File: src/rtl/uart_pkg.sv
// Shared UART definitions: FSM state encoding and default frame geometry.
package uart_pkg;

    // Default frame geometry, shared by the transmitter and the receiver
    localparam int DATA_BITS_DEF  = 8;
    localparam int OVERSAMPLE_DEF = 16;

    // Receiver FSM states
    typedef enum logic [1:0] {
        IDLE  = 2'd0,
        START = 2'd1,
        DATA  = 2'd2,
        STOP  = 2'd3
    } uart_state_t;

endpackage

File: src/rtl/sync_2ff.sv
// Two-flop synchroniser for a single asynchronous input, with a configurable
// reset value so it can match the idle level of the line it guards.
module sync_2ff #(
    parameter logic RST_VAL = 1'b1
) (
    input  logic clk,
    input  logic rst,
    input  logic d,
    output logic q
);

    logic meta_q;
    logic sync_q;

    // Two-stage shift towards the clk domain; both stages take the idle value on reset
    always_ff @(posedge clk) begin
        if (rst) begin
            meta_q <= RST_VAL;
            sync_q <= RST_VAL;
        end else begin
            meta_q <= d;
            sync_q <= meta_q;
        end
    end

    assign q = sync_q;

endmodule

File: src/rtl/uart_rx.sv
// UART receiver: LSB-first frames with one start and one stop bit, oversampled
// by b_tick. Start bit is validated at mid-bit, every later bit is sampled at
// its centre, and the FSM returns to IDLE at mid-stop so back-to-back frames work.
module uart_rx
    import uart_pkg::*;
#(
    parameter int DATA_BITS  = DATA_BITS_DEF,
    parameter int OVERSAMPLE = OVERSAMPLE_DEF
) (
    input  logic                 clk,
    input  logic                 rst,
    input  logic                 b_tick,
    input  logic                 rx,
    output logic [DATA_BITS-1:0] rx_data,
    output logic                 rx_done,
    output logic                 rx_busy,
    output logic                 frame_err
);

    localparam int TW = $clog2(OVERSAMPLE);
    localparam int BW = $clog2(DATA_BITS);

    localparam logic [TW-1:0] TICK_MID  = TW'(OVERSAMPLE / 2 - 1);
    localparam logic [TW-1:0] TICK_LAST = TW'(OVERSAMPLE - 1);
    localparam logic [BW-1:0] BIT_LAST  = BW'(DATA_BITS - 1);

    logic rx_s;

    uart_state_t          state_q,     state_d;
    logic [TW-1:0]        tick_cnt_q,  tick_cnt_d;
    logic [BW-1:0]        bit_cnt_q,   bit_cnt_d;
    logic [DATA_BITS-1:0] shreg_q,     shreg_d;
    logic [DATA_BITS-1:0] rx_data_q,   rx_data_d;
    logic                 rx_done_q,   rx_done_d;
    logic                 rx_busy_q,   rx_busy_d;
    logic                 frame_err_q, frame_err_d;

    // The line idles high, so the synchroniser resets to 1 to avoid a false start
    sync_2ff #(
        .RST_VAL (1'b1)
    ) u_sync (
        .clk (clk),
        .rst (rst),
        .d   (rx),
        .q   (rx_s)
    );

    // Next-state logic: everything advances on b_tick only; strobes self-clear
    always_comb begin
        state_d     = state_q;
        tick_cnt_d  = tick_cnt_q;
        bit_cnt_d   = bit_cnt_q;
        shreg_d     = shreg_q;
        rx_data_d   = rx_data_q;
        rx_busy_d   = rx_busy_q;
        rx_done_d   = 1'b0;
        frame_err_d = 1'b0;

        if (b_tick) begin
            case (state_q)
                IDLE: begin
                    rx_busy_d = 1'b0;
                    if (!rx_s) begin
                        state_d    = START;
                        tick_cnt_d = '0;
                        rx_busy_d  = 1'b1;
                    end
                end
                START: begin
                    if (tick_cnt_q == TICK_MID) begin
                        if (!rx_s) begin
                            state_d    = DATA;
                            tick_cnt_d = '0;
                            bit_cnt_d  = '0;
                        end else begin
                            // Glitch shorter than half a bit: drop it quietly
                            state_d   = IDLE;
                            rx_busy_d = 1'b0;
                        end
                    end else begin
                        tick_cnt_d = tick_cnt_q + TW'(1);
                    end
                end
                DATA: begin
                    if (tick_cnt_q == TICK_LAST) begin
                        shreg_d    = {rx_s, shreg_q[DATA_BITS-1:1]};
                        tick_cnt_d = '0;
                        if (bit_cnt_q == BIT_LAST) begin
                            state_d = STOP;
                        end else begin
                            bit_cnt_d = bit_cnt_q + BW'(1);
                        end
                    end else begin
                        tick_cnt_d = tick_cnt_q + TW'(1);
                    end
                end
                STOP: begin
                    if (tick_cnt_q == TICK_LAST) begin
                        if (rx_s) begin
                            rx_data_d = shreg_q;
                            rx_done_d = 1'b1;
                        end else begin
                            frame_err_d = 1'b1;
                        end
                        state_d   = IDLE;
                        rx_busy_d = 1'b0;
                    end else begin
                        tick_cnt_d = tick_cnt_q + TW'(1);
                    end
                end
                default: begin
                    state_d   = IDLE;
                    rx_busy_d = 1'b0;
                end
            endcase
        end
    end

    // State and output registers; reset aborts any frame without a strobe
    always_ff @(posedge clk) begin
        if (rst) begin
            state_q     <= IDLE;
            tick_cnt_q  <= '0;
            bit_cnt_q   <= '0;
            shreg_q     <= '0;
            rx_data_q   <= '0;
            rx_done_q   <= 1'b0;
            rx_busy_q   <= 1'b0;
            frame_err_q <= 1'b0;
        end else begin
            state_q     <= state_d;
            tick_cnt_q  <= tick_cnt_d;
            bit_cnt_q   <= bit_cnt_d;
            shreg_q     <= shreg_d;
            rx_data_q   <= rx_data_d;
            rx_done_q   <= rx_done_d;
            rx_busy_q   <= rx_busy_d;
            frame_err_q <= frame_err_d;
        end
    end

    assign rx_data   = rx_data_q;
    assign rx_done   = rx_done_q;
    assign rx_busy   = rx_busy_q;
    assign frame_err = frame_err_q;

endmodule

File: config.mk
export PLATFORM = sky130hd
export DESIGN_NAME = uart_rx
export DESIGN_NICKNAME = d
export VERILOG_FILES = /design/src/rtl/uart_pkg.sv /design/src/rtl/sync_2ff.sv /design/src/rtl/uart_rx.sv
export SDC_FILE = /design/constraint.sdc
export NUM_CORES = 1
export LEC_CHECK = 0
export CORE_MARGIN = 3
export CORE_UTILIZATION = 30
export CTS_CLUSTER_DIAMETER = 30
export DETAILED_ROUTE_END_ITERATION = 10
export HOLD_SLACK_MARGIN = 0.05
export SLEW_MARGIN = 5
export SYNTH_ARGS = -nofsm -noshare
export SYNTH_HDL_FRONTEND = slang
export SYNTH_HIERARCHICAL = 1
export SYNTH_SLANG_ARGS = --single-unit
File: constraint.sdc
create_clock -name clk -period 3.1 [get_ports clk]
set_input_delay 0.62 -clock clk [delete_from_list [all_inputs] [get_ports clk]]
set_output_delay 0.62 -clock clk [all_outputs]
set_load 0.02 [all_outputs]
==> results by group <==
Global route
  – Largest net degree at the start of global routing: 20
  – Vias in the first global route: 908
  – First-pass GRT wire length: 4.243 mm
  – Overall routing resource usage: 10.51%
  – Gr ovfl total: 0
  – Initial antenna violation count: 0

CTS
  – Clock-pin transition on the worst setup and hold timing paths: 0.06 ns
  – Postcts setup bufs: 0
  – Post-CTS Hold Fix Bufs: 0
  – Root Buffer: clkbuf_8
  – Number of buffers created by CTS: 5
  – Cts repair resizes: 0
  – CTS Sinks: 30
  – Clk_lat worst skew: 0.28 ns
  – Clock Tree Buf Depth: 2
  – CTS tree: built
  – H-tree levels: 2

Worst setup path
  – CP startpoint kind: input pin
  – R2R Path End: rx_data[5]$_SDFFE_PP0P_
  – Req. time, crit path: 3.27 ns
  – R2R setup slack: 1.13 ns
  – Setup CP Type: in2reg
  – R2R cell count: 4
  – Largest fanout on the critical path: 9
  – CP endpoint kind: flip-flop
  – WP data arrival: 2.19 ns

Run
  – Max-Cap Viols: 0

Synthesis
  – Synth Cell Area: 1315 sq um
  – Post-synthesis cell type count: 42
  – Total nets after synthesis: 142
  – FF+latch count, synth: 30
  – Sequential share of the synthesized area: 45.67%
  – Ys Warns: 6
  – Post-synth EDFFs: 0
  – Synth Area per Inst: 9.741 sq um
  – Cells after Synth: 135
  – Top FF cell, synth: dfxtp_1
  – Async S/R FF share, synth: 0%

Die
  – Initial Utilization: 31.95%
  – Die Width: 72.21 microns
  – Die ar.: 5214 sq um
  – Core Box Area: 4115 sq um
  – Chip height: 72.21 microns
  – # rows: 23
  – IO Count: 15

Timing
  – Slew Limit Headroom: 58.64%
  – Worst clock skew: 0.003585 ns
  – Fin. max-slew vios: 0
  – Final hold violations: 0
  – Slew @ Worst Pin: 0.6185 ns
  – # setup viols final: 0
  – Period utilisation layout: 65.37%
  – RSZ-0062 raised after global routing: no
  – Fin crit period: 2.027 ns
  – Fmax: 0.4934 GHz
  – Setup tns final: 0 ns

Pwr
  – PwrDens: 470.6 nW/um^2
  – Int Pwr: 0.5754 mW
  – Peak VDD IR: 0.0002702 V
  – P_sw: 0.1565 mW
  – Clk pwr share: 43.6%
  – Sequential share of power: 53.5%
  – Combinational group share of total power: 2.9%
  – P_leak: 0.6070 nW
  – Final total power: 0.7319 mW
  – Switching Fraction: 21.38%

Min path
  – HP Class: reg2reg
  – Hold Startpoint: u_sync/meta_q$_SDFF_PP1_
  – Hold Path End: u_sync/q$_SDFF_PP1_
  – WHS Path Cells: 1

Place
  – Dpl hpwl: 1.732 mm
  – RePlAce Congestion: 0.7722
  – IO Port Bufs: 14

Detailed routing
  – Vias/cell: 4.949
  – Antenna-violating nets left: 0
  – Routed via count: 980
  – Starting DRT DRC Count: 60
  – Routed len/inst: 12.61 microns
  – Detailed-route wire length: 2.497 mm
  – DRT Pass-1 Iters: 4
  – DRC Markers: 0

Finish
  – Diodes inserted: 0
  – Area grow syn2layout: 18.27%
  – Layout cells sized above 1: 9.459%
  – FF/Latch Area: 600.6 sq um
  – Post-layout util: 37.79%
  – Footprint of the multi-input gates: 630.6 sq um
  – Fin nets: 154
  – Filler cells: 413

Status
  – Status: complete, no violations
-- cell families after synthesis --
group	count (synthesis)	share of synthesized area (%)
simple gates	46	19.98
flops	30	45.67
compound gates	22	11.42
mux	17	13.03
buf+inv	16	6.374
fa+ha+maj	3	2.855
xor+xnor	1	0.6662
-- state kept, by name (all words and copies together) (netlist names), named ones only --
register       flops
shreg_q            8
rx_done            1
rx_data            8
u_sync/q           1
tick_cnt_q         4
rx_busy            1
frame_err          1
state_q            1
bit_cnt_q          3
u_sync/meta_q      1
-- synthesized netlist by cell type, types with 2 or more instances --
| library cell | count | area [sq um] |
|---|---|---|
| a21oi_1 | 6 | 30.03 |
| a311oi_1 | 2 | 17.52 |
| a31oi_1 | 4 | 25.02 |
| and3_1 | 2 | 12.51 |
| buf_2 | 3 | 15.01 |
| buf_6 | 2 | 22.52 |
| clkbuf_1 | 2 | 7.510 |
| dfxtp_1 | 30 | 600.6 |
| ha_1 | 3 | 37.54 |
| inv_1 | 6 | 22.52 |
| mux2i_1 | 16 | 160.2 |
| nand2_1 | 8 | 30.03 |
| nor2_1 | 18 | 67.56 |
| nor4b_1 | 2 | 17.52 |
| or2_1 | 2 | 12.51 |
| or3_1 | 3 | 18.77 |
-- per-stage QoR --
step	hold WS, ns	worst slack (ns)	cells	area (sq um)
after global routing	0.4249	0.9258	198	1555
after global placement	0.3871	0.8325	190	1464
after detailed placement	0.3940	0.7772	190	1464
after floorplan	0.3832	1.484	135	1315
after CTS	0.4166	1.068	198	1555
final	0.4100	1.073	198	1555
-- critical path, cell delays in order --
cell             delay (ns)
clkdlybuf4s50_1        0.62
nand4_1                0.55
mux2i_1                0.34
nor2_1                 0.06
-- layout by cell type (no fill, tap or decap), drive strengths merged, types with 2 or more instances in the layout --
cell type | netlist | routed
clkdlybuf4s50 | 0 | 14
clkbuf | 3 | 7
mux2i | 16 | 16
a311oi | 2 | 2
a31oi | 4 | 4
o21ai | 2 | 2
nand2 | 8 | 8
nor2 | 18 | 18
dfxtp | 30 | 30
and3 | 3 | 3
inv | 6 | 6
nor4b | 3 | 3
or2 | 2 | 2
a21oi | 6 | 6
or3 | 3 | 3
ha | 3 | 3
-- worst max-delay path by stage --
stage	start	endpoint	slack (ns)	depth (start not counted)
floorplan	b_tick	bit_cnt_q[1]$_SDFFE_PP0P_	1.48	5
global placement	b_tick	rx_data[2]$_SDFFE_PP0P_	0.83	4
detailed placement	b_tick	rx_data[5]$_SDFFE_PP0P_	0.78	4
CTS	b_tick	rx_data[5]$_SDFFE_PP0P_	1.07	4
global route	b_tick	rx_data[2]$_SDFFE_PP0P_	0.93	4
finish	b_tick	rx_data[5]$_SDFFE_PP0P_	1.07	4
-- cell type report --
| class | count | share of cell area, % |
|---|---|---|
| multi-input cells | 89 | 40.55 |
| clock buffers | 7 | 5.551 |
| inverters | 6 | 1.448 |
| repair buffers | 15 | 9.493 |
| flip-flops and latches | 30 | 38.62 |
| clock inverters | 1 | 0.3218 |
| well taps | 50 | 4.023 |
-- routing by layer --
metal / wire, microns / part of all wire, % / track usage, % / up-vias
met5: 0 / 0 / 0 / -
met4: 53 / 2.1 / 5.010 / 0
met3: 120 / 4.8 / 4.017 / 5
met2: 1130 / 45 / 15.57 / 21
met1: 1193 / 48 / 13.36 / 452
li1: - / - / - / 502
-- power by group through the flow --
stage               Clock [mW]  Combinational, mW  Sequential [mW]
finish                   0.319             0.0211            0.392
global route             0.350             0.0231            0.392
CTS                      0.333             0.0212            0.391
detailed placement           0             0.0209            0.400
global placement             0             0.0205            0.400
floorplan                    0             0.0164            0.398
Power figures use the tool's default switching activity.
